[src/rtl/ram_s2_arbiter_if.sv]
// Bus bundle between the two fabric requesters, the s2 arbiter and the RAM s2 port.
interface ram_s2_arbiter_if #(
  parameter int ADDR_W = 10,
  parameter int DATA_W = 32
);
  logic                  m0_req;
  logic                  m0_write;
  logic [ADDR_W-1:0]     m0_addr;
  logic [DATA_W-1:0]     m0_wdata;
  logic [DATA_W/8-1:0]   m0_be;
  logic                  m0_gnt;
  logic                  m0_rvalid;
  logic [DATA_W-1:0]     m0_rdata;

  logic                  m1_req;
  logic                  m1_write;
  logic [ADDR_W-1:0]     m1_addr;
  logic [DATA_W-1:0]     m1_wdata;
  logic [DATA_W/8-1:0]   m1_be;
  logic                  m1_gnt;
  logic                  m1_rvalid;
  logic [DATA_W-1:0]     m1_rdata;

  logic [ADDR_W-1:0]     ram_address;
  logic                  ram_chipselect;
  logic                  ram_clken;
  logic                  ram_write;
  logic [DATA_W-1:0]     ram_writedata;
  logic [DATA_W/8-1:0]   ram_byteenable;
  logic [DATA_W-1:0]     ram_readdata;

  // Arbiter view: serves the requesters, drives the RAM port
  modport slave (
    input  m0_req, m0_write, m0_addr, m0_wdata, m0_be,
    output m0_gnt, m0_rvalid, m0_rdata,
    input  m1_req, m1_write, m1_addr, m1_wdata, m1_be,
    output m1_gnt, m1_rvalid, m1_rdata,
    output ram_address, ram_chipselect, ram_clken, ram_write, ram_writedata, ram_byteenable,
    input  ram_readdata
  );

  // Environment view: requesters plus the RAM itself
  modport master (
    output m0_req, m0_write, m0_addr, m0_wdata, m0_be,
    input  m0_gnt, m0_rvalid, m0_rdata,
    output m1_req, m1_write, m1_addr, m1_wdata, m1_be,
    input  m1_gnt, m1_rvalid, m1_rdata,
    input  ram_address, ram_chipselect, ram_clken, ram_write, ram_writedata, ram_byteenable,
    output ram_readdata
  );
endinterface

[src/rtl/ram_s2_arbiter.sv]
// Round-robin arbiter/sequencer for the RAM s2 port: mic frame writer (m0) and
// TSE payload reader (m1), one access per cycle, in-order read return.
module ram_s2_arbiter #(
  parameter int ADDR_W     = 10,
  parameter int DATA_W     = 32,
  parameter int RD_LATENCY = 1
) (
  input  logic          clk_clk,
  input  logic          reset_reset,
  input  logic          arb_enable,
  ram_s2_arbiter_if.slave bus,
  output logic [15:0]   gnt_cnt0,
  output logic [15:0]   gnt_cnt1
);
  localparam int BE_W = DATA_W / 8;

  logic              gnt0;
  logic              gnt1;
  logic              any_gnt;
  logic              last_gnt;
  logic              sel_write;
  logic [ADDR_W-1:0] sel_addr;
  logic [DATA_W-1:0] sel_wdata;
  logic [BE_W-1:0]   sel_be;
  logic [RD_LATENCY:0] rd_v;
  logic [RD_LATENCY:0] rd_id;

  // Grants are forced low during reset so outputs are at reset values immediately
  always_comb begin
    gnt0 = 1'b0;
    gnt1 = 1'b0;
    if (arb_enable && !reset_reset) begin
      if (bus.m0_req && bus.m1_req) begin
        gnt0 = last_gnt;
        gnt1 = !last_gnt;
      end else begin
        gnt0 = bus.m0_req;
        gnt1 = bus.m1_req;
      end
    end
  end

  assign any_gnt    = gnt0 | gnt1;
  assign bus.m0_gnt = gnt0;
  assign bus.m1_gnt = gnt1;

  always_comb begin
    sel_write = bus.m0_write;
    sel_addr  = bus.m0_addr;
    sel_wdata = bus.m0_wdata;
    sel_be    = bus.m0_be;
    if (gnt1) begin
      sel_write = bus.m1_write;
      sel_addr  = bus.m1_addr;
      sel_wdata = bus.m1_wdata;
      sel_be    = bus.m1_be;
    end
  end

  always_ff @(posedge clk_clk or posedge reset_reset) begin
    if (reset_reset) begin
      last_gnt           <= 1'b1;
      bus.ram_clken      <= 1'b0;
      bus.ram_chipselect <= 1'b0;
      bus.ram_write      <= 1'b0;
      bus.ram_address    <= '0;
      bus.ram_writedata  <= '0;
      bus.ram_byteenable <= '0;
    end else begin
      bus.ram_clken      <= 1'b1;
      bus.ram_chipselect <= any_gnt;
      bus.ram_write      <= any_gnt & sel_write;
      if (any_gnt) begin
        last_gnt           <= gnt1;
        bus.ram_address    <= sel_addr;
        bus.ram_writedata  <= sel_wdata;
        bus.ram_byteenable <= sel_be;
      end
    end
  end

  // Slot RD_LATENCY lines up with the cycle in which ram_readdata is valid
  always_ff @(posedge clk_clk or posedge reset_reset) begin
    if (reset_reset) begin
      rd_v          <= '0;
      rd_id         <= '0;
      bus.m0_rvalid <= 1'b0;
      bus.m1_rvalid <= 1'b0;
      bus.m0_rdata  <= '0;
      bus.m1_rdata  <= '0;
    end else begin
      rd_v          <= {rd_v[RD_LATENCY-1:0], any_gnt & !sel_write};
      rd_id         <= {rd_id[RD_LATENCY-1:0], gnt1};
      bus.m0_rvalid <= rd_v[RD_LATENCY] & !rd_id[RD_LATENCY];
      bus.m1_rvalid <= rd_v[RD_LATENCY] & rd_id[RD_LATENCY];
      if (rd_v[RD_LATENCY]) begin
        if (rd_id[RD_LATENCY]) bus.m1_rdata <= bus.ram_readdata;
        else                   bus.m0_rdata <= bus.ram_readdata;
      end
    end
  end

  always_ff @(posedge clk_clk or posedge reset_reset) begin
    if (reset_reset) begin
      gnt_cnt0 <= '0;
      gnt_cnt1 <= '0;
    end else begin
      if (gnt0 && gnt_cnt0 != '1) gnt_cnt0 <= gnt_cnt0 + 16'd1;
      if (gnt1 && gnt_cnt1 != '1) gnt_cnt1 <= gnt_cnt1 + 16'd1;
    end
  end
endmodule
[src/flat_wrapper.sv]
// flat-port wrapper written by rule: the top's interface ports become plain ports
module ram_s2_arbiter_flat 
#(
  parameter int ADDR_W     = 10,
  parameter int DATA_W     = 32,
  parameter int RD_LATENCY = 1
)
  (clk_clk, reset_reset, arb_enable, gnt_cnt0, gnt_cnt1, bus_m0_req, bus_m0_write, bus_m0_addr, bus_m0_wdata, bus_m0_be, bus_m0_gnt, bus_m0_rvalid, bus_m0_rdata, bus_m1_req, bus_m1_write, bus_m1_addr, bus_m1_wdata, bus_m1_be, bus_m1_gnt, bus_m1_rvalid, bus_m1_rdata, bus_ram_address, bus_ram_chipselect, bus_ram_clken, bus_ram_write, bus_ram_writedata, bus_ram_byteenable, bus_ram_readdata);
  ram_s2_arbiter_if #(.ADDR_W(ADDR_W), .DATA_W(DATA_W)) bus_i ();
  input  logic clk_clk;
  input  logic reset_reset;
  input  logic arb_enable;
  output logic [15:0] gnt_cnt0;
  output logic [15:0] gnt_cnt1;
  input wire logic [$bits(bus_i.m0_req)-1:0] bus_m0_req;
  input wire logic [$bits(bus_i.m0_write)-1:0] bus_m0_write;
  input wire logic [$bits(bus_i.m0_addr)-1:0] bus_m0_addr;
  input wire logic [$bits(bus_i.m0_wdata)-1:0] bus_m0_wdata;
  input wire logic [$bits(bus_i.m0_be)-1:0] bus_m0_be;
  output wire logic [$bits(bus_i.m0_gnt)-1:0] bus_m0_gnt;
  output wire logic [$bits(bus_i.m0_rvalid)-1:0] bus_m0_rvalid;
  output wire logic [$bits(bus_i.m0_rdata)-1:0] bus_m0_rdata;
  input wire logic [$bits(bus_i.m1_req)-1:0] bus_m1_req;
  input wire logic [$bits(bus_i.m1_write)-1:0] bus_m1_write;
  input wire logic [$bits(bus_i.m1_addr)-1:0] bus_m1_addr;
  input wire logic [$bits(bus_i.m1_wdata)-1:0] bus_m1_wdata;
  input wire logic [$bits(bus_i.m1_be)-1:0] bus_m1_be;
  output wire logic [$bits(bus_i.m1_gnt)-1:0] bus_m1_gnt;
  output wire logic [$bits(bus_i.m1_rvalid)-1:0] bus_m1_rvalid;
  output wire logic [$bits(bus_i.m1_rdata)-1:0] bus_m1_rdata;
  output wire logic [$bits(bus_i.ram_address)-1:0] bus_ram_address;
  output wire logic [$bits(bus_i.ram_chipselect)-1:0] bus_ram_chipselect;
  output wire logic [$bits(bus_i.ram_clken)-1:0] bus_ram_clken;
  output wire logic [$bits(bus_i.ram_write)-1:0] bus_ram_write;
  output wire logic [$bits(bus_i.ram_writedata)-1:0] bus_ram_writedata;
  output wire logic [$bits(bus_i.ram_byteenable)-1:0] bus_ram_byteenable;
  input wire logic [$bits(bus_i.ram_readdata)-1:0] bus_ram_readdata;
  assign bus_i.m0_req = bus_m0_req;
  assign bus_i.m0_write = bus_m0_write;
  assign bus_i.m0_addr = bus_m0_addr;
  assign bus_i.m0_wdata = bus_m0_wdata;
  assign bus_i.m0_be = bus_m0_be;
  assign bus_m0_gnt = bus_i.m0_gnt;
  assign bus_m0_rvalid = bus_i.m0_rvalid;
  assign bus_m0_rdata = bus_i.m0_rdata;
  assign bus_i.m1_req = bus_m1_req;
  assign bus_i.m1_write = bus_m1_write;
  assign bus_i.m1_addr = bus_m1_addr;
  assign bus_i.m1_wdata = bus_m1_wdata;
  assign bus_i.m1_be = bus_m1_be;
  assign bus_m1_gnt = bus_i.m1_gnt;
  assign bus_m1_rvalid = bus_i.m1_rvalid;
  assign bus_m1_rdata = bus_i.m1_rdata;
  assign bus_ram_address = bus_i.ram_address;
  assign bus_ram_chipselect = bus_i.ram_chipselect;
  assign bus_ram_clken = bus_i.ram_clken;
  assign bus_ram_write = bus_i.ram_write;
  assign bus_ram_writedata = bus_i.ram_writedata;
  assign bus_ram_byteenable = bus_i.ram_byteenable;
  assign bus_i.ram_readdata = bus_ram_readdata;
  ram_s2_arbiter #(.ADDR_W(ADDR_W), .DATA_W(DATA_W), .RD_LATENCY(RD_LATENCY)) u_core (.clk_clk(clk_clk), .reset_reset(reset_reset), .arb_enable(arb_enable), .bus(bus_i), .gnt_cnt0(gnt_cnt0), .gnt_cnt1(gnt_cnt1));
endmodule
[config.mk]
export PLATFORM = sky130hd
export DESIGN_NAME = ram_s2_arbiter_flat
export DESIGN_NICKNAME = d
export VERILOG_FILES = /design/src/rtl/ram_s2_arbiter_if.sv /design/src/rtl/ram_s2_arbiter.sv /design/src/flat_wrapper.sv
export SDC_FILE = /design/constraint.sdc
export NUM_CORES = 1
export LEC_CHECK = 0
export ABC_AREA = 1
export ABC_CLOCK_PERIOD_IN_PS = 7850
export BUFFER_PORTS_ARGS = -buffer_cell sky130_fd_sc_hd__buf_2
export CAP_MARGIN = 15
export CORE_ASPECT_RATIO = 1.1
export CORE_MARGIN = 2
export CORE_UTILIZATION = 52
export CTS_CLUSTER_DIAMETER = 80
export DETAILED_ROUTE_END_ITERATION = 8
export HOLD_SLACK_MARGIN = 0.02
export PLACE_DENSITY_LB_ADDON = 0.12
export RECOVER_POWER = 25
export SETUP_SLACK_MARGIN = 0.05
export SLEW_MARGIN = 20
export SYNTH_ARGS = -nofsm -noshare
export SYNTH_HDL_FRONTEND = slang
export SYNTH_SLANG_ARGS = --single-unit
[constraint.sdc]
create_clock -name clk_clk -period 7.85 [get_ports clk_clk]
set_clock_uncertainty 0.1 [all_clocks]
set_input_delay 0.785 -clock clk_clk [delete_from_list [all_inputs] [get_ports clk_clk]]
set_output_delay 0.785 -clock clk_clk [all_outputs]
set_load 0.02 [all_outputs]
==> Implementation_results.wiki, run 1 <==
{| class="wikitable"
! Metric !! Value
|-
| Maximum single-stage delay on the critical path || 0.49 ns
|-
| Top-area cell type share of the netlist area || a little under three fifths
|-
| Shortest clock period the worst path allows after layout || 3.57 ns
|-
| # Max-Cap Violations || 2
|-
| Number of antenna violations at the first check in global routing || 3
|-
| CTS H-tree depth || 4
|-
| Clock Tree Root || sky130_fd_sc_hd__clkbuf_16
|-
| Largest vdd supply drop || approximately 250 µV
|-
| Final antenna-violating net count || 0
|-
| Run status || finished with violations
|-
| Cell-by-cell listing of the critical path || clkbuf_1 > inv_6 > nand3_1 > nor2_4 > buf_4 > buf_2
|-
| Post-CTS Setup Bufs || 0
|-
| Bufs and invs on worst path || 4
|-
| Number of global-route vias before repair || 5906
|-
| Buffer levels on the longest clock path || 2
|-
| Count of instances resized after the clock tree is built || 0
|-
| Netlist area before placement || ~6800 µm²
|-
| HP Class || reg -> reg
|-
| Layout cell share with drive strength beyond 1 || 30.1%
|-
| Category of the critical setup timing path || in -> out
|-
| Number of DRC violations after detailed-routing iteration 0 || ~370
|-
| Maximum number of pins on one net before global-route repair || 96
|-
| Post-route clock period utilization || a little under half
|-
| Average wire per standard cell || roughly 15 µm
|-
| Clock transition at path regs || ~0.060 ns
|-
| Net count of the mapped netlist || between 900 and 1000
|-
| Clock buffers created by TritonCTS || 17
|-
| Crit path required time || 6.96 ns
|-
| Post-DP HPWL || between 10000 and 15000 µm
|-
| Static Leak || approximately 0.0047 µW
|-
| Ranking of synthesized cells by area || sky130_fd_sc_hd__dfrtp_1 (56%), sky130_fd_sc_hd__nand2_1 (16%), sky130_fd_sc_hd__o21ai_0 (5.0%)
|-
| CORE AREA || roughly 13000 µm²
|-
| Max Transition Viols Final || 131
|-
| Synth Register Bits || roughly 150
|-
| Switching portion of total power || between 30% and 40%
|-
| CTS tree || yes
|-
| Storage cell area || 3800 µm²
|-
| Hold_buf cts || 0
|-
| Worst-case headroom to the max-slew limit || -19.5%
|-
| Area taken by multi-input logic gates || 2500 µm²
|-
| Fmax || approximately 280 MHz
|-
| Syn-to-layout area delta || 31.0%
|-
| Post-layout net count || roughly 1200
|-
| PD cells || about 290 nW/µm²
|-
| Relative contribution of the clock network to total power || about 34%
|-
| Final count of negative-setup-slack endpoints || 0
|-
| Most frequent cells in the layout || sky130_fd_sc_hd__nand2_1 (287), sky130_fd_sc_hd__buf_2 (278), sky130_fd_sc_hd__dfrtp_1 (151)
|-
| Via/cell ratio || 5.03
|-
| Tot GR Track Use || 26.4%
|-
| Final Wtd Congestion || slightly below 0.9
|-
| Area of the die || around 14000 µm²
|-
| Worst Path Max Fanout || a little under 80
|-
| Violated checks || capacitance limit, slew limit
|-
| Number of detailed-route iterations in the first pass || 5
|-
| Vias after detailed routing || about 6300
|-
| Final instance area || around 8800 µm²
|-
| Routed wire length || between 15000 and 20000 µm
|-
| RSZ-0062 raised after global routing || false
|-
| Pint || 1690 µW
|-
| Biggest area consumer among synthesized cells || sky130_fd_sc_hd__dfrtp_1
|-
| Port Buf Inserts || 279
|-
| Post-layout power || approximately 2500 µW
|-
| Post-synthesis cell type count || 27
|-
| Portion of the post-synthesis area used by sequential elements || 56.3%
|-
| Final Hold Viols || 0
|-
| Synthesized instance count || about 820
|-
| Boundary pin count || 280
|-
| Relative contribution of sequential cells to total power || about two fifths
|-
| Critical path startpoint category || input port
|-
| Setup_tns || 0 ns
|-
| Wire length of the first global-routing pass || 28600 µm
|-
| Placed instance area || about 8200 µm²
|-
| Slew at the pin closest to its max-slew limit || about 1.8 ns
|-
| Top delay family on crit path || buffers and inverters
|-
| Cell type of the slowest stage on the worst timing path || sky130_fd_sc_hd__inv_6
|-
| Most common cell after layout, fill and taps aside || sky130_fd_sc_hd__nand2_1
|-
| Initial core utilization || a little over half
|-
| Fillers || between 1000 and 1500
|-
| Syn avg cell area || about 8.2 µm²
|-
| Crit. End Element || primary output
|-
| Signal arrival time at the worst endpoint || approximately 2.7 ns
|-
| Post-layout utilization of the core || a little over two thirds
|-
| Count of warnings emitted by yosys || 0
|-
| Width of the chip || 113 µm
|-
| Clk sinks || 152
|-
| Remaining design rule violation count || 0
|-
| Placement row count || 43
|-
| Worst-Skew Late Latency || 0.42 ns
|-
| Combinational group share of total power || between 20% and 30%
|-
| Overflow left after global routing || 0
|-
| Switching component of the power || between 800 and 900 µW
|-
| Die Ht || between 100 and 150 µm
|}
-- path summary, 6_finish.rpt --
kind                                                start                                  end  slack, ns  depth (start not counted)
worst max-delay path                          reset_reset                           bus_m1_gnt       4.28                          6
worst min-delay path            u_core.rd_id[0]$_DFF_PP0_            u_core.rd_id[1]$_DFF_PP0_       0.25                          0
worst max register to register   u_core.rd_v[1]$_DFF_PP0_  u_core.bus.m1_rdata[19]$_DFFE_PP0P_       5.58                          2
worst min register to register  u_core.rd_id[0]$_DFF_PP0_            u_core.rd_id[1]$_DFF_PP0_       0.25                          0
max in group asynchronous                     reset_reset            u_core.rd_id[1]$_DFF_PP0_       5.81                          3
min in group asynchronous                     reset_reset       u_core.gnt_cnt0[1]$_DFFE_PP0P_       0.39                          2
-- flip-flops by register name (all words and copies together), names as in the netlist, 2 cells and up --
register and count:
u_core.gnt_cnt1 16, u_core.gnt_cnt0 16, u_core.bus.m1_rdata 32, u_core.bus.ram_writedata 32, u_core.rd_id 2, u_core.bus.ram_byteenable 4, u_core.rd_v 2, u_core.bus.m0_rdata 32
u_core.bus.ram_address 10
-- cell usage after synthesis --
cell	instances
sky130_fd_sc_hd__nand2_1	288
sky130_fd_sc_hd__dfrtp_1	151
sky130_fd_sc_hd__nor2_1	82
sky130_fd_sc_hd__inv_1	72
sky130_fd_sc_hd__o21ai_0	67
sky130_fd_sc_hd__a31oi_1	46
sky130_fd_sc_hd__nand3_1	23
sky130_fd_sc_hd__clkbuf_1	18
sky130_fd_sc_hd__buf_2	11
sky130_fd_sc_hd__nand4_1	9
sky130_fd_sc_hd__o21ai_1	9
sky130_fd_sc_hd__xnor2_1	8
sky130_fd_sc_hd__nand2_2	5
sky130_fd_sc_hd__nand3b_1	5
sky130_fd_sc_hd__nor2_2	5
sky130_fd_sc_hd__buf_1	3
sky130_fd_sc_hd__buf_4	3
sky130_fd_sc_hd__inv_2	3
sky130_fd_sc_hd__buf_6	2
sky130_fd_sc_hd__ha_1	2
sky130_fd_sc_hd__nand3_2	2
sky130_fd_sc_hd__xor2_1	2
sky130_fd_sc_hd__a21oi_1	1
sky130_fd_sc_hd__and2_1	1
sky130_fd_sc_hd__conb_1	1
sky130_fd_sc_hd__dfstp_2	1
sky130_fd_sc_hd__nor2_4	1
-- stage by stage --
| stage | std cells | setup slack [ns] | hold WS (ns) |
|---|---|---|---|
| after floorplan | 821 | 3.61 | 0.231 |
| after global placement | 1223 | 4.28 | 0.233 |
| after detailed placement | 1223 | 4.27 | 0.236 |
| after CTS | 1255 | 4.26 | 0.252 |
| after global routing | 1256 | 4.07 | 0.264 |
| final | 1257 | 4.28 | 0.253 |
-- cells by family (layout without fill, tap and decap cells) --
logic type / Yosys count / count (layout) / synth area share (%)
and+or+nand+nor: 421 / 421 / 25.1
DFF: 152 / 152 / 56.3
AOI/OAI and AO/OA: 123 / 123 / 9.97
buffers and inverters: 112 / 389 / 6.82
xor gates and xnor gates: 10 / 10 / 1.30
adders and majority gates: 2 / 2 / 0.371
other: 1 / 3 / 0.0555
-- layer usage --
metal / global-route usage, % / up-vias / wire [µm]
met5: 0 / - / 13
met4: 11.3 / 2 / 578
met3: 7.89 / 43 / 1410
met2: 42.9 / 264 / 8880
met1: 33.3 / 2878 / 7380
li1: - / 3132 / -
-- cell type report --
type,count,area share (%)
Sequential cell,152,43.0
Multi-Input combinational cell,557,28.3
Clock buffer,20,5.28
Clock inverter,12,1.87
Timing Repair Buffer,282,16.0
Inverter,75,3.24
Tap cell,157,2.22
Antenna cell,2,0.0566
-- power groups by stage --
stage	registers [µW]	logic, µW	clock network [µW]
3_3_place_gp	1050	634	0
4_1_cts	1040	647	871
5_1_grt	1060	701	908
6_report	1040	639	858
2_1_floorplan	1240	194	0
3_5_place_dp	1050	644	0
-- worst reg2reg max path, delay by kind of cell, from the launching register on --
kind	cells	cell delay, ns
AND/OR/NAND/NOR	1	1.29
flip-flops	1	0.38
AO/OA/AOI/OAI	1	0.29
No activity file was read; power rests on OpenSTA's default activity.
==> inputs of run 2 (changes only) <==
--- a/config.mk
+++ b/config.mk
@@ -6,12 +6,12 @@
 export NUM_CORES = 1
 export LEC_CHECK = 0
 export ABC_AREA = 1
-export ABC_CLOCK_PERIOD_IN_PS = 7850
+export ABC_CLOCK_PERIOD_IN_PS = 3700
 export BUFFER_PORTS_ARGS = -buffer_cell sky130_fd_sc_hd__buf_2
 export CAP_MARGIN = 15
 export CORE_ASPECT_RATIO = 1.1
 export CORE_MARGIN = 2
-export CORE_UTILIZATION = 52
+export CORE_UTILIZATION = 48
 export CTS_CLUSTER_DIAMETER = 80
 export DETAILED_ROUTE_END_ITERATION = 8
 export HOLD_SLACK_MARGIN = 0.02
==> constraint.sdc (replaced) <==
create_clock -name clk_clk -period 3.7 [get_ports clk_clk]
set_clock_uncertainty 0.1 [all_clocks]
set_input_delay 0.37 -clock clk_clk [delete_from_list [all_inputs] [get_ports clk_clk]]
set_output_delay 0.37 -clock clk_clk [all_outputs]
set_load 0.02 [all_outputs]
==> run 2 against run 1 <==
Against the previous run: the flow now finishes without violations; setup slack worse by 3.7 ns; cell count increased by 2.2%; sequential cell count did not move; count of clock-buffer cells in the layout unchanged; core utilization is 6.5 points lower; sequential power is 110% higher.
==> Implementation_results.wiki, run 2 (synthesis results as in run 1) <==
{| class="wikitable"
! Metric !! Value
|-
| Number of antenna violations at the first check in global routing || 0
|-
| Routed wire length || around 18000 µm
|-
| Crit path required time || around 3.2 ns
|-
| Clock buffers created by TritonCTS || 17
|-
| Most common cell after layout, fill and taps aside || sky130_fd_sc_hd__nand2_1
|-
| Hold_buf cts || 1
|-
| CTS H-tree depth || 4
|-
| Worst-case headroom to the max-slew limit || 31.3%
|-
| Largest vdd supply drop || roughly 280 µV
|-
| Signal arrival time at the worst endpoint || 2.64 ns
|-
| Die Ht || 128 µm
|-
| HP Class || in -> reg
|-
| # Max-Cap Violations || 0
|-
| Static Leak || roughly 0.0045 µW
|-
| Layout cell share with drive strength beyond 1 || about 25%
|-
| Post-route clock period utilization || 84.1%
|-
| Overflow left after global routing || 0
|-
| Cell type of the slowest stage on the worst timing path || sky130_fd_sc_hd__nor2_4
|-
| Slew at the pin closest to its max-slew limit || 1.03 ns
|-
| Critical path startpoint category || input port
|-
| Setup_tns || 0 ns
|-
| Average wire per standard cell || approximately 14 µm
|-
| Post-layout net count || between 1000 and 1500
|-
| Category of the critical setup timing path || in -> out
|-
| Registers with the highest flip-flop counts || u_core.bus.m0_rdata x32, u_core.bus.m1_rdata x32, u_core.bus.ram_writedata x32
|-
| Maximum number of pins on one net before global-route repair || between 90 and 100
|-
| Post-route setup slack || 0.590 ns
|-
| Fillers || ~1300
|-
| CTS tree || yes
|-
| Crit. End Element || primary output
|-
| Slack of the worst reg-to-reg path || 1.60 ns
|-
| Pre-CTS setup slack || slightly above 0.9 ns
|-
| Post-DP HPWL || roughly 13000 µm
|-
| Initial core utilization || 49.0%
|-
| Final antenna-violating net count || 0
|-
| Instance count along the most critical hold path || 3
|-
| Number of cells on the worst reg-to-reg path || 8
|-
| Vias after detailed routing || between 6000 and 7000
|-
| Port Buf Inserts || ~280
|-
| Placement row count || 45
|-
| Area of the die || around 15000 µm²
|-
| Terminating pin of the worst hold path || u_core.bus.ram_writedata[10]$_DFFE_PP0P_
|-
| Crit Reg-Reg Endpoint || u_core.gnt_cnt1[4]$_DFFE_PP0P_
|-
| Clock transition at path regs || 0.06 ns
|-
| Post-CTS Setup Bufs || 0
|-
| Reg2Reg Launch Point || u_core.gnt_cnt1[0]$_DFFE_PP0P_
|-
| Final count of negative-setup-slack endpoints || 0
|-
| Most frequent cells in the layout || sky130_fd_sc_hd__nand2_1 (286), sky130_fd_sc_hd__buf_2 (226), sky130_fd_sc_hd__dfrtp_1 (151)
|-
| Run status || finished clean
|-
| Clock Tree Root || sky130_fd_sc_hd__clkbuf_16
|-
| Worst Path Max Fanout || 62
|-
| Fmax || about 320 MHz
|-
| RSZ-0062 raised after global routing || false
|-
| Final Wtd Congestion || between 0.8 and 0.9
|-
| Worst Hold Slack || just under 0.1 ns
|-
| Max Transition Viols Final || 0
|-
| Width of the chip || between 100 and 150 µm
|-
| Buffer levels on the longest clock path || 2
|-
| CORE AREA || around 14000 µm²
|-
| Syn-to-layout area delta || 29.8%
|-
| Beginning of the critical path || reset_reset
|-
| Clk sinks || 152
|-
| Boundary pin count || 280
|-
| Maximum single-stage delay on the critical path || between 0.5 and 0.6 ns
|-
| Remaining design rule violation count || 0
|-
| Number of DRC violations after detailed-routing iteration 0 || around 360
|-
| Worst-Skew Late Latency || about 0.42 ns
|-
| Cell-by-cell listing of the critical path || dlygate4sd3_1 > clkbuf_1 > inv_6 > nand3_1 > nor2_4 > buf_2
|-
| Number of global-route vias before repair || roughly 5500
|-
| Tot GR Track Use || about a quarter
|-
| Wire length of the first global-routing pass || between 20000 and 30000 µm
|-
| Final Hold Viols || 0
|-
| PD cells || 592 nW/µm²
|-
| Startpoint of the most critical hold path || bus_m0_wdata[10]
|-
| Diodes inserted || 0
|-
| Number of detailed-route iterations in the first pass || 5
|-
| Count of instances resized after the clock tree is built || 0
|-
| Shortest clock period the worst path allows after layout || around 3.1 ns
|-
| Via/cell ratio || 4.87
|}
run 2: worst max path at each step:
stage                                          endpoint  slack [ns]  cells after the start
5_1_grt                                      bus_m1_gnt        0.34                      6
3_3_place_gp   u_core.bus.ram_writedata[14]$_DFFE_PP0P_        1.01                      7
2_1_floorplan            u_core.gnt_cnt0[2]$_DFFE_PP0P_        0.26                      7
6_report                                     bus_m1_gnt        0.59                      6
4_1_cts                                      bus_m1_gnt        0.55                      6
3_5_place_dp   u_core.bus.ram_writedata[27]$_DFFE_PP0P_        0.93                      7
run 2: layer usage:
| metal | wire (µm) | global-route usage, % |
|---|---|---|
| met2 | 8620 | 38.6 |
| met1 | 7660 | 30.4 |
| met4 | 441 | 8.37 |
| met3 | 1260 | 6.45 |
| met5 | 0 | 0 |
run 2: area by class of cell:
| type | count | area (µm²) | share of cell area (%) |
|---|---|---|---|
| timing repair buffer | 284 | 1370 | 15.6 |
| multi-input combinational | 557 | 2510 | 28.6 |
| clock inverter | 9 | 101 | 1.16 |
| inverter | 75 | 287 | 3.27 |
| sequential | 152 | 3800 | 43.4 |
| tap | 188 | 235 | 2.68 |
| clock buffer | 20 | 457 | 5.21 |
run 2: through the flow:
stage          total power [µW]  instances  cell area (µm²)  utilization (%)
2_1_floorplan              3050        821             6750                -
3_5_place_dp               3600       1255             8260             59.9
3_3_place_gp               3580       1255             8260             59.9
5_1_grt                    5490       1285             8760             63.5
6_report                   5190       1285             8760             63.5
4_1_cts                    5260       1285             8830             64.0
run 2: power breakdown:
part,leakage [µW],switching [µW],internal [µW]
sequential,0.00181,221,2000
clock,0.000278,645,1010
combinational,0.00246,886,427
total,0.00455,1750,3440
run 2: worst max-delay path: cells and delay by family:
family	cells	cell delay, ns
buffers and inverters	4	1.38
AND/OR/NAND/NOR	2	0.88
==> inputs of run 3 (changes only) <==
--- a/config.mk
+++ b/config.mk
@@ -6,12 +6,12 @@
 export NUM_CORES = 1
 export LEC_CHECK = 0
 export ABC_AREA = 1
-export ABC_CLOCK_PERIOD_IN_PS = 3700
+export ABC_CLOCK_PERIOD_IN_PS = 2600
 export BUFFER_PORTS_ARGS = -buffer_cell sky130_fd_sc_hd__buf_2
 export CAP_MARGIN = 15
 export CORE_ASPECT_RATIO = 1.1
 export CORE_MARGIN = 2
-export CORE_UTILIZATION = 48
+export CORE_UTILIZATION = 44
 export CTS_CLUSTER_DIAMETER = 80
 export DETAILED_ROUTE_END_ITERATION = 8
 export HOLD_SLACK_MARGIN = 0.02
==> constraint.sdc (replaced) <==
create_clock -name clk_clk -period 2.6 [get_ports clk_clk]
set_clock_uncertainty 0.1 [all_clocks]
set_input_delay 0.26 -clock clk_clk [delete_from_list [all_inputs] [get_ports clk_clk]]
set_output_delay 0.26 -clock clk_clk [all_outputs]
set_load 0.02 [all_outputs]
==> run 3 against run 2 <==
Against the previous run: combinational power rose by 65%; critical path type is now in -> reg; global-route usage increased by 1.7 points; power grew 48%; critical path depth is 3 higher.
==> Implementation_results.wiki, run 3 (synthesis results as in run 1) <==
{| class="wikitable"
! Metric !! Value
|-
| Run status || finished clean
|-
| Crit path required time || ~2.9 ns
|-
| Syn-to-layout area delta || 49.3%
|-
| Beginning of the critical path || reset_reset
|-
| Final Wtd Congestion || 0.829
|-
| CORE AREA || 15100 µm²
|-
| Static Leak || about 0.0050 µW
|-
| Relative contribution of sequential cells to total power || approximately two fifths
|-
| Number of cells on the worst reg-to-reg path || 6
|-
| Initial core utilization || around 45%
|-
| CTS tree || yes
|-
| Crit Reg-Reg Endpoint || u_core.bus.ram_writedata[27]$_DFFE_PP0P_
|-
| Number of detailed-route iterations in the first pass || 6
|-
| Width of the chip || between 100 and 150 µm
|-
| Final instance area || 10100 µm²
|-
| Switching component of the power || ~2700 µW
|-
| Final count of negative-setup-slack endpoints || 0
|-
| Pint || approximately 5000 µW
|-
| Cell seen most often among critical-path stages || sky130_fd_sc_hd__dlygate4sd3_1
|-
| Layout cell share with drive strength beyond 1 || a little over a fifth
|-
| Die Ht || roughly 130 µm
|-
| Category of the critical setup timing path || in -> reg
|-
| Area of the die || 16400 µm²
|-
| Placement row count || between 40 and 50
|-
| Worst-case headroom to the max-slew limit || about 25%
|-
| # Max-Cap Violations || 0
|-
| Switching portion of total power || between 30% and 40%
|-
| Clk sinks || approximately 150
|-
| Max Transition Viols Final || 0
|-
| Cell type of the slowest stage on the worst timing path || sky130_fd_sc_hd__dlygate4sd3_1
|-
| PD cells || about 760 nW/µm²
|-
| Crit. End Element || flop
|-
| Via/cell ratio || around 4.8
|-
| Fmax || around 420 MHz
|-
| Tot GR Track Use || 25.3%
|-
| Diodes inserted || 0
|-
| Boundary pin count || 280
|-
| Vias after detailed routing || between 6000 and 7000
|-
| Buffer levels on the longest clock path || 2
|-
| Number of global-route vias before repair || 6680
|-
| Terminating pin of the worst hold path || u_core.bus.m0_rdata[22]$_DFFE_PP0P_
|-
| Reg2Reg Launch Point || u_core.last_gnt$_DFFE_PP1P_
|-
| Combinational group share of total power || 28.0%
|-
| Port Buf Inserts || between 200 and 300
|-
| Clock Tree Root || sky130_fd_sc_hd__clkbuf_16
|-
| Remaining design rule violation count || 0
|-
| Post-layout net count || roughly 1400
|-
| Overflow left after global routing || 0
|-
| Maximum number of pins on one net before global-route repair || 66
|-
| CTS H-tree depth || 4
|-
| Most frequent cells in the layout || sky130_fd_sc_hd__nand2_1 (286), sky130_fd_sc_hd__buf_2 (199), sky130_fd_sc_hd__dfrtp_1 (151)
|-
| Maximum single-stage delay on the critical path || 0.59 ns
|-
| Number of antenna violations at the first check in global routing || 0
|-
| Clock transition at path regs || ~0.07 ns
|-
| Post-route clock period utilization || between 90% and 100%
|-
| Worst Path Max Fanout || 27
|-
| Cell-by-cell listing of the critical path || dlygate4sd3_1 > clkbuf_1 > inv_6 > nand3_1 > nand2_4 > buf_4 > nor2_1 > a31oi_1 > dlygate4sd3_1
|-
| Startpoint of the most critical hold path || bus_ram_readdata[22]
|-
| Post-DP HPWL || approximately 13000 µm
|-
| Shortest clock period the worst path allows after layout || roughly 2.4 ns
|-
| Final antenna-violating net count || 0
|-
| Setup_tns || 0 ns
|-
| RSZ-0062 raised after global routing || false
|-
| Registers with the highest flip-flop counts || u_core.bus.m0_rdata x32, u_core.bus.m1_rdata x32, u_core.bus.ram_writedata x32
|-
| HP Class || in -> reg
|-
| Average wire per standard cell || between 10 and 15 µm
|-
| Final Hold Viols || 0
|-
| Fillers || 1283
|-
| Critical path startpoint category || input port
|-
| Relative contribution of the clock network to total power || between 30% and 40%
|-
| Wire length of the first global-routing pass || 32600 µm
|-
| Slew at the pin closest to its max-slew limit || roughly 1.1 ns
|-
| Worst-Skew Late Latency || approximately 0.42 ns
|-
| Most common cell after layout, fill and taps aside || sky130_fd_sc_hd__nand2_1
|-
| Top delay family on crit path || buffers and inverters
|-
| Bufs and invs on worst path || 5
|-
| Placed instance area || 8360 µm²
|-
| Instance count along the most critical hold path || 3
|-
| Slack of the worst reg-to-reg path || around 0.45 ns
|-
| Clock buffers created by TritonCTS || 17
|-
| Largest vdd supply drop || between 300 and 400 µV
|-
| Signal arrival time at the worst endpoint || about 2.6 ns
|-
| Routed wire length || around 20000 µm
|-
| Number of DRC violations after detailed-routing iteration 0 || about 360
|}
run 3: cell types whose count changed in the layout (fill, tap and decap cells not counted), sizes merged:
cell	before	now
buf	230	214
bufinv	2	1
clkbuf	73	98
clkinvlp	1	4
dlygate4sd3	1	120
inv	76	80
run 3: what timing repair did:
action | CTS | global route
setup endpoints to repair | 0 | 35
hold endpoints to repair | 122 | 0
resized for setup | 0 | 1
hold buffers | 120 | 0
setup buffers | 0 | 5
run 3: power groups by stage:
| stage | clock network, µW | logic, µW | registers [µW] |
|---|---|---|---|
| 2_1_floorplan | 0 | 586 | 3750 |
| 4_1_cts | 2420 | 2220 | 3150 |
| 5_1_grt | 2530 | 2350 | 3230 |
| 6_report | 2380 | 2160 | 3160 |
| 3_3_place_gp | 0 | 1940 | 3170 |
| 3_5_place_dp | 0 | 1960 | 3180 |
run 3: worst reg2reg max path, stage by stage (launching register included):
cell and delay, ns:
sky130_fd_sc_hd__dfstp_2 0.53, sky130_fd_sc_hd__nand2_1 0.10, sky130_fd_sc_hd__nand3_4 0.25, sky130_fd_sc_hd__buf_12 0.24, sky130_fd_sc_hd__nand2_1 0.13, sky130_fd_sc_hd__a31oi_1 0.19
sky130_fd_sc_hd__dlygate4sd3_1 0.57
run 3: cell type report:
cell class,instances,area (µm²),area share (%)
Sequential cell,152,3800,37.7
Timing Repair Buffer,415,2670,26.4
Multi-Input combinational cell,557,2510,24.9
Clock buffer,17,425,4.22
Inverter,75,287,2.84
Tap cell,196,245,2.43
Clock inverter,15,143,1.41
run 3: through the flow:
step                      setup slack, ns  hold WS (ns)  total power (µW)  cells  utilization (%)
final                               0.216        0.0368              7700   1427             67.0
after global routing               0.0647        0.0373              8110   1427             67.0
after CTS                           0.115        0.0235              7790   1422             67.3
after detailed placement            0.734        0.0533              5140   1270             55.5
after global placement              0.766        0.0546              5110   1270             55.5
after floorplan                    0.0555         0.231              4340    821                -
run 3: worst max-delay path by stage:
stage	end	cells after the start
after global routing	u_core.bus.ram_writedata[7]$_DFFE_PP0P_	9
final	u_core.bus.ram_writedata[7]$_DFFE_PP0P_	9
after CTS	u_core.bus.ram_address[2]$_DFFE_PP0P_	9
after detailed placement	u_core.gnt_cnt0[3]$_DFFE_PP0P_	8
after global placement	u_core.gnt_cnt1[5]$_DFFE_PP0P_	7
after floorplan	u_core.gnt_cnt0[2]$_DFFE_PP0P_	7
run 3: metal layers:
layer	GRT usage [%]	wire (µm)
met1	30.7	8470
met2	43.9	10200
met3	6.68	1370
met4	7.85	433
met5	0	0
